File: src/rtl/router_pkg.sv
// ============================================================================
// Module : router_pkg
// Brief  : Shared mesh constants, packet field layout and packet helpers.
// Rev    : 1.0
// ============================================================================
`default_nettype none

package router_pkg;

    localparam int ROWS_DEF    = 4;
    localparam int COLUMS_DEF  = 4;
    localparam int PCK_SZ_DEF  = 40;
    localparam int N_TERMS     = 2*ROWS_DEF + 2*COLUMS_DEF;

    localparam int NXT_MSB     = PCK_SZ_DEF - 1;
    localparam int NXT_LSB     = PCK_SZ_DEF - 8;
    localparam int DST_MSB     = PCK_SZ_DEF - 9;
    localparam int DST_LSB     = PCK_SZ_DEF - 14;
    localparam int MODE_BIT    = PCK_SZ_DEF - 15;
    localparam int PAYLOAD_MSB = PCK_SZ_DEF - 16;

    typedef logic [PCK_SZ_DEF-1:0] pkt_t;

    function automatic int n_terms_of(input int rows, input int cols);
        return 2*rows + 2*cols;
    endfunction

    function automatic logic [5:0] dst_of(input pkt_t p);
        return p[DST_MSB:DST_LSB];
    endfunction

    function automatic pkt_t pkt_form(input logic [5:0] dst, input logic mode,
                                      input logic [PAYLOAD_MSB:0] payload);
        return {8'h00, dst, mode, payload};
    endfunction

endpackage

`default_nettype wire

File: src/rtl/router_fwft_fifo.sv
// ============================================================================
// Module : router_fwft_fifo
// Brief  : First-word-fall-through FIFO; head entry is visible on o_data.
// Rev    : 1.0
// ============================================================================
`default_nettype none

module router_fwft_fifo #(
    parameter int WIDTH = 40,
    parameter int DEPTH = 8
) (
    input  logic             clk,
    input  logic             rst_n,
    input  logic             i_push,
    input  logic             i_pop,
    input  logic [WIDTH-1:0] i_data,
    output logic [WIDTH-1:0] o_data,
    output logic             o_full,
    output logic             o_empty
);

    localparam int            AW         = $clog2(DEPTH);
    localparam logic [AW-1:0] C_PTR_ONE  = AW'(1);
    localparam logic [AW:0]   C_OCC_ONE  = (AW+1)'(1);
    localparam logic [AW:0]   C_OCC_FULL = (AW+1)'(DEPTH);

    logic [WIDTH-1:0] r_mem [DEPTH];
    logic [AW-1:0]    r_wr_ptr;
    logic [AW-1:0]    r_rd_ptr;
    logic [AW:0]      r_occ;
    logic             w_push;
    logic             w_pop;

    assign o_full  = (r_occ == C_OCC_FULL);
    assign o_empty = (r_occ == '0);
    assign w_push  = i_push && !o_full;
    assign w_pop   = i_pop && !o_empty;

    always_ff @(posedge clk or negedge rst_n) begin
        if (!rst_n) begin
            r_wr_ptr <= '0;
            r_rd_ptr <= '0;
            r_occ    <= '0;
        end else begin
            if (w_push) r_wr_ptr <= r_wr_ptr + C_PTR_ONE;
            if (w_pop)  r_rd_ptr <= r_rd_ptr + C_PTR_ONE;
            case ({w_push, w_pop})
                2'b10:   r_occ <= r_occ + C_OCC_ONE;
                2'b01:   r_occ <= r_occ - C_OCC_ONE;
                default: r_occ <= r_occ;
            endcase
        end
    end

    // Storage needs no reset: an empty FIFO masks it to zero below.
    always_ff @(posedge clk) begin
        if (w_push) r_mem[r_wr_ptr] <= i_data;
    end

    assign o_data = o_empty ? '0 : r_mem[r_rd_ptr];

endmodule

`default_nettype wire

File: src/rtl/router_term_source.sv
// ============================================================================
// Module : router_term_source
// Brief  : Terminal packet source: buffers generator requests, drops illegal
//          destinations, counts traffic and watches for a stalled router.
// Rev    : 1.0
// ============================================================================
`default_nettype none

module router_term_source
    import router_pkg::*;
#(
    parameter int ROWS    = 4,
    parameter int COLUMS  = 4,
    parameter int PCK_SZ  = 40,
    parameter int TERM_ID = 0,
    parameter int DEPTH   = 8,
    parameter int TIMEOUT = 128
) (
    input  logic              clk,
    input  logic              reset,
    input  logic              req_valid,
    output logic              req_ready,
    input  logic [5:0]        req_dst,
    input  logic              req_mode,
    input  logic [PCK_SZ-16:0] req_payload,
    output logic [PCK_SZ-1:0] data_out,
    output logic              pndng,
    input  logic              pop,
    output logic [15:0]       tx_count,
    output logic [7:0]        drop_count,
    output logic              stall_err,
    output logic              underflow_err
);

    localparam int              C_N_TERMS  = n_terms_of(ROWS, COLUMS);
    localparam logic [6:0]      C_NT_W     = 7'(C_N_TERMS);
    localparam logic [5:0]      C_TERM_ID  = 6'(TERM_ID);
    localparam int              WD_W       = $clog2(TIMEOUT + 1);
    localparam logic [WD_W-1:0] C_TIMEOUT  = WD_W'(TIMEOUT);
    localparam logic [WD_W-1:0] C_WD_ONE   = WD_W'(1);

    logic              w_full;
    logic              w_empty;
    logic              w_accept;
    logic              w_legal;
    logic              w_push;
    logic              w_drop;
    logic              w_pop_ok;
    logic [PCK_SZ-1:0] w_pkt;
    logic [WD_W-1:0]   r_wd;
    logic [WD_W-1:0]   w_wd_nxt;

    assign req_ready = !w_full;
    assign pndng     = !w_empty;
    assign w_accept  = req_valid && !w_full;
    assign w_legal   = ({1'b0, req_dst} < C_NT_W) && (req_dst != C_TERM_ID);
    assign w_push    = w_accept && w_legal;
    assign w_drop    = w_accept && !w_legal;
    assign w_pop_ok  = pop && !w_empty;
    assign w_pkt     = {8'h00, req_dst, req_mode, req_payload};

    router_fwft_fifo #(
        .WIDTH (PCK_SZ),
        .DEPTH (DEPTH)
    ) u_fifo (
        .clk     (clk),
        .rst_n   (reset),
        .i_push  (w_push),
        .i_pop   (pop),
        .i_data  (w_pkt),
        .o_data  (data_out),
        .o_full  (w_full),
        .o_empty (w_empty)
    );

    // Watchdog counts cycles the head packet waits; it saturates at TIMEOUT.
    always_comb begin
        w_wd_nxt = r_wd;
        if (w_pop_ok || w_empty) begin
            w_wd_nxt = '0;
        end else if (r_wd != C_TIMEOUT) begin
            w_wd_nxt = r_wd + C_WD_ONE;
        end
    end

    always_ff @(posedge clk or negedge reset) begin
        if (!reset) begin
            r_wd          <= '0;
            tx_count      <= '0;
            drop_count    <= '0;
            stall_err     <= 1'b0;
            underflow_err <= 1'b0;
        end else begin
            r_wd <= w_wd_nxt;
            if (w_pop_ok)                      tx_count      <= tx_count + 16'd1;
            if (w_drop && drop_count != 8'hFF) drop_count    <= drop_count + 8'd1;
            if (w_wd_nxt == C_TIMEOUT)         stall_err     <= 1'b1;
            if (pop && w_empty)                underflow_err <= 1'b1;
        end
    end

endmodule

`default_nettype wire

File: config.mk
export PLATFORM = sky130hd
export DESIGN_NAME = router_term_source
export DESIGN_NICKNAME = d
export VERILOG_FILES = /design/src/rtl/router_pkg.sv /design/src/rtl/router_fwft_fifo.sv /design/src/rtl/router_term_source.sv
export SDC_FILE = /design/constraint.sdc
export NUM_CORES = 1
export LEC_CHECK = 0
export CORE_MARGIN = 2
export CORE_UTILIZATION = 35
export DETAILED_ROUTE_END_ITERATION = 10
export GPL_ROUTABILITY_DRIVEN = 0
export PLACE_DENSITY_LB_ADDON = 0.12
export SLEW_MARGIN = 25
export SYNTH_ARGS = -nofsm -noshare
export SYNTH_HDL_FRONTEND = slang
export SYNTH_HIERARCHICAL = 1
export SYNTH_SLANG_ARGS = --single-unit
File: constraint.sdc
create_clock -name clk -period 4.8 [get_ports clk]
set_input_delay 0.96 -clock clk [delete_from_list [all_inputs] [get_ports clk]]
set_output_delay 0.96 -clock clk [all_outputs]
set_load 0.01 [all_outputs]
==> key figures <==
Detailed routing
  • DRC: 0
  • Via-to-Cell Ratio: 4.72
  • Final wirelength: roughly 30 mm
  • Routed vias: about 7000
  • Routed length per instance: 19.9 um
  • Starting DRC count in detailed routing: about 350
  • Remaining antenna violation count: 0
  • DRT Pass-1 Iters: 4

Run status
  • Outcome: complete, no violations

Synth
  • Commonest register cell after synthesis: edfxtp_1
  • Synthesis-stage register bit count: 364
  • Seq/Total Area, Yosys: 0.737
  • EDFF count, synth: 320
  • Ys async rst share: 0.121
  • Synthesized area: 0.0145 mm^2
  • Syn Area/Cell: about 20 um^2
  • Post-Synthesis Cells: between 700 and 800
  • Yosys Warn Count: 6
  • Netlist cell types: 53

Timing
  • Fin crit period: ~4100 ps
  • Setup_tns: 0 ps
  • Finish-stage setup viols: 0
  • Final hold vios: 0
  • Slew @ Worst Pin: approximately 750 ps
  • Clk_skew: between 20 and 25 ps
  • Slew Limit Headroom: 0.500
  • Post-route clock period utilization: 0.853
  • Final slew viol count: 0
  • Minimum hold slack: 416 ps
  • Smallest setup slack after layout: roughly 700 ps
  • Max frequency: around 240 MHz
  • RSZ-0062 raised after global routing: no

Floorplan
  • Die height: 208 um
  • Area of the core: between 0.04 and 0.05 mm^2
  • Die ar.: 0.0432 mm^2
  • Chip width: ~210 um
  • # IOs: 104
  • Starting Density: 0.355
  • Rows: 74

GRT
  • Vias in the first global route: between 7000 and 8000
  • First-pass GRT wire length: 46.2 mm
  • Gr ovfl total: 0
  • Largest net degree at the start of global routing: between 40 and 50
  • Initial antenna violation count: 0
  • Total GRT Usage: 0.141

Worst setup path
  • Crit-path max cell delay: 890 ps
  • Reg2reg setup slack: 1970 ps
  • Worst reg2reg endpoint: u_fifo/r_mem[3][19]
  • Critical Path RT: between 3000 and 4000 ps
  • Critical path's top delay family: flip-flops
  • Setup crit end kind: output pin
  • Worst Reg2Reg Path Length in Cells: 9
  • Slowest-stage cell, CP: dfrtp_4
  • Crit path max fanout: 33
  • Reg-to-Reg Start: u_fifo/r_occ[0]
  • CP Buf/Inv Count: 2
  • Arr. time, crit path: around 3100 ps
  • Startpoint types: flop
  • CP Cell Sequence: buf_4 > mux4_2 > mux2i_1 > nor2_1 > clkdlybuf4s50_1
  • Setup Crit Path Kind: flop to output pin

Place
  • Place WS: between 1000 and 1500 ps
  • Port Buffers: around 100
  • DP Wirelength: 17.3 mm

Clock tree
  • CTS tree: done
  • Clock Latency Late Sink: about 550 ps
  • H-tree levels: 2
  • Hold buffers post-CTS: 0
  • Post-CTS Setup Bufs: 0
  • Clk buf depth: 3
  • Clock Tree Root: clkbuf_16
  • Reg clk slew, reported paths: about 60 ps
  • CTS sink cnt: around 360
  • Post-CTS Resized: 0
  • CTS buffer count: 42

Finish
  • Commonest non-fill, non-tap cell in the layout: edfxtp_1
  • Share of layout cells above drive strength 1: 0.205
  • Commonest non-fill, non-tap cells in the layout: edfxtp_1 (320), clkdlybuf4s50_1 (102), mux4_2 (80), conb_1 (64), nor2_1 (56)
  • # nets final: 981
  • Ant. Diodes: 0
  • Area grow syn2layout: 23.7%

Power
  • VDD IR max: about 0.00028 V
  • LEAKAGE: about 0.0062 uW
  • Pwr dens: around 570 mW/mm^2

Job
  • Max-cap violations: 0

Min path
  • Class of the worst hold path: input port to async pin
==> power by group <==
group	total, uW	leakage [uW]	switching [uW]	internal [uW]
sequential	4050	0.00343	389	3660
combinational	2870	0.00208	1250	1620
clock	3240	0.000696	1240	2000
total	10200	0.00620	2880	7280
==> worst max path at each step <==
stage,start,cells past startpoint,endpoint,slack [ps]
CTS,u_fifo/r_rd_ptr[0],5,data_out[31],530
global route,u_fifo/r_rd_ptr[0],5,data_out[31],410
detailed placement,req_dst[3],7,u_fifo/r_mem[2][19],1030
floorplan,req_dst[0],5,u_fifo/r_mem[1][0],3
finish,u_fifo/r_rd_ptr[0],5,data_out[26],700
global placement,req_dst[1],12,u_fifo/r_occ[2],1030
==> per-stage QoR <==
stage / power (uW) / util / cell area (um^2) / instances
finish: 10200 / 0.439 / 18000 / 1500
global route: 10700 / 0.439 / 18000 / 1500
CTS: 10400 / 0.439 / 18000 / 1500
detailed placement: 7070 / 0.405 / 16600 / 1424
global placement: 7070 / 0.405 / 16600 / 1424
floorplan: 5800 / - / 14800 / 799
==> area by class of cell <==
type / instances / area [um^2]
multi-input combinational: 391 / 3850
fill: 3641 / 22900
clock buffer: 54 / 1180
timing repair buffer: 127 / 1280
inverter: 10 / 37.5
sequential: 364 / 10700
clock inverter: 22 / 243
tap: 532 / 666
==> Yosys cell counts, types with 2 or more instances <==
cell      instances  area share
nand2_1          18      0.0046
a21oi_1           4      0.0014
and3_1            2     0.00086
nor4b_2           2      0.0021
edfxtp_1        320        0.66
xor2_1           22       0.013
buf_6            10      0.0077
nor2b_2           2      0.0012
nand4_1           6      0.0026
buf_4             2      0.0010
xnor2_1          14      0.0084
nor3_1            9      0.0031
nand3_1          12      0.0041
nand3b_1          3      0.0015
buf_2            16      0.0055
mux2_2            2      0.0015
inv_1            10      0.0026
nand2b_1          6      0.0026
nor4_1            2     0.00086
mux2_1            3      0.0023
dfrtp_1          44       0.076
clkbuf_1          6      0.0015
ha_1              9      0.0077
mux4_2           80        0.12
mux2i_1          40       0.028
nor3b_1           3      0.0015
nor2_1           62       0.016
a211o_1           2      0.0012
==> metal layers <==
metal / global-route usage / part of all wire / wire [um] / vias to the layer above
met2: 0.232 / 0.49 / 14700 / 117
li1: - / - / - / 3264
met4: 0.0389 / 0.020 / 586 / 0
met1: 0.190 / 0.45 / 13300 / 3661
met3: 0.0304 / 0.041 / 1210 / 43
met5: 0 / 0 / 0 / -
==> logic make-up after synthesis <==
group                      synth area share
DFF                                   0.737
and+or+nand+nor                      0.0486
muxes                                 0.155
buffers and inverters                0.0184
xor gates and xnor gates             0.0217
AOI/OAI and AO/OA                    0.0109
adders and majority gates           0.00775
other                              0.000258
==> registers in the layout, indices dropped and copies added, names as in the netlist <==
register         flops
u_fifo/r_occ         4
u_fifo/r_mem       320
tx_count            16
r_wd                 8
drop_count           8
u_fifo/r_wr_ptr      3
u_fifo/r_rd_ptr      3
underflow_err        1
stall_err            1
==> worst register-to-register path: cells and delay by family (launching register included) <==
family                 cells  cell delay, ps
AOI/OAI and AO/OA          1             290
buffers and inverters      2             380
DFF                        1             510
and+or+nand+nor            6            1280
No activity file was read; power rests on OpenSTA's default activity.
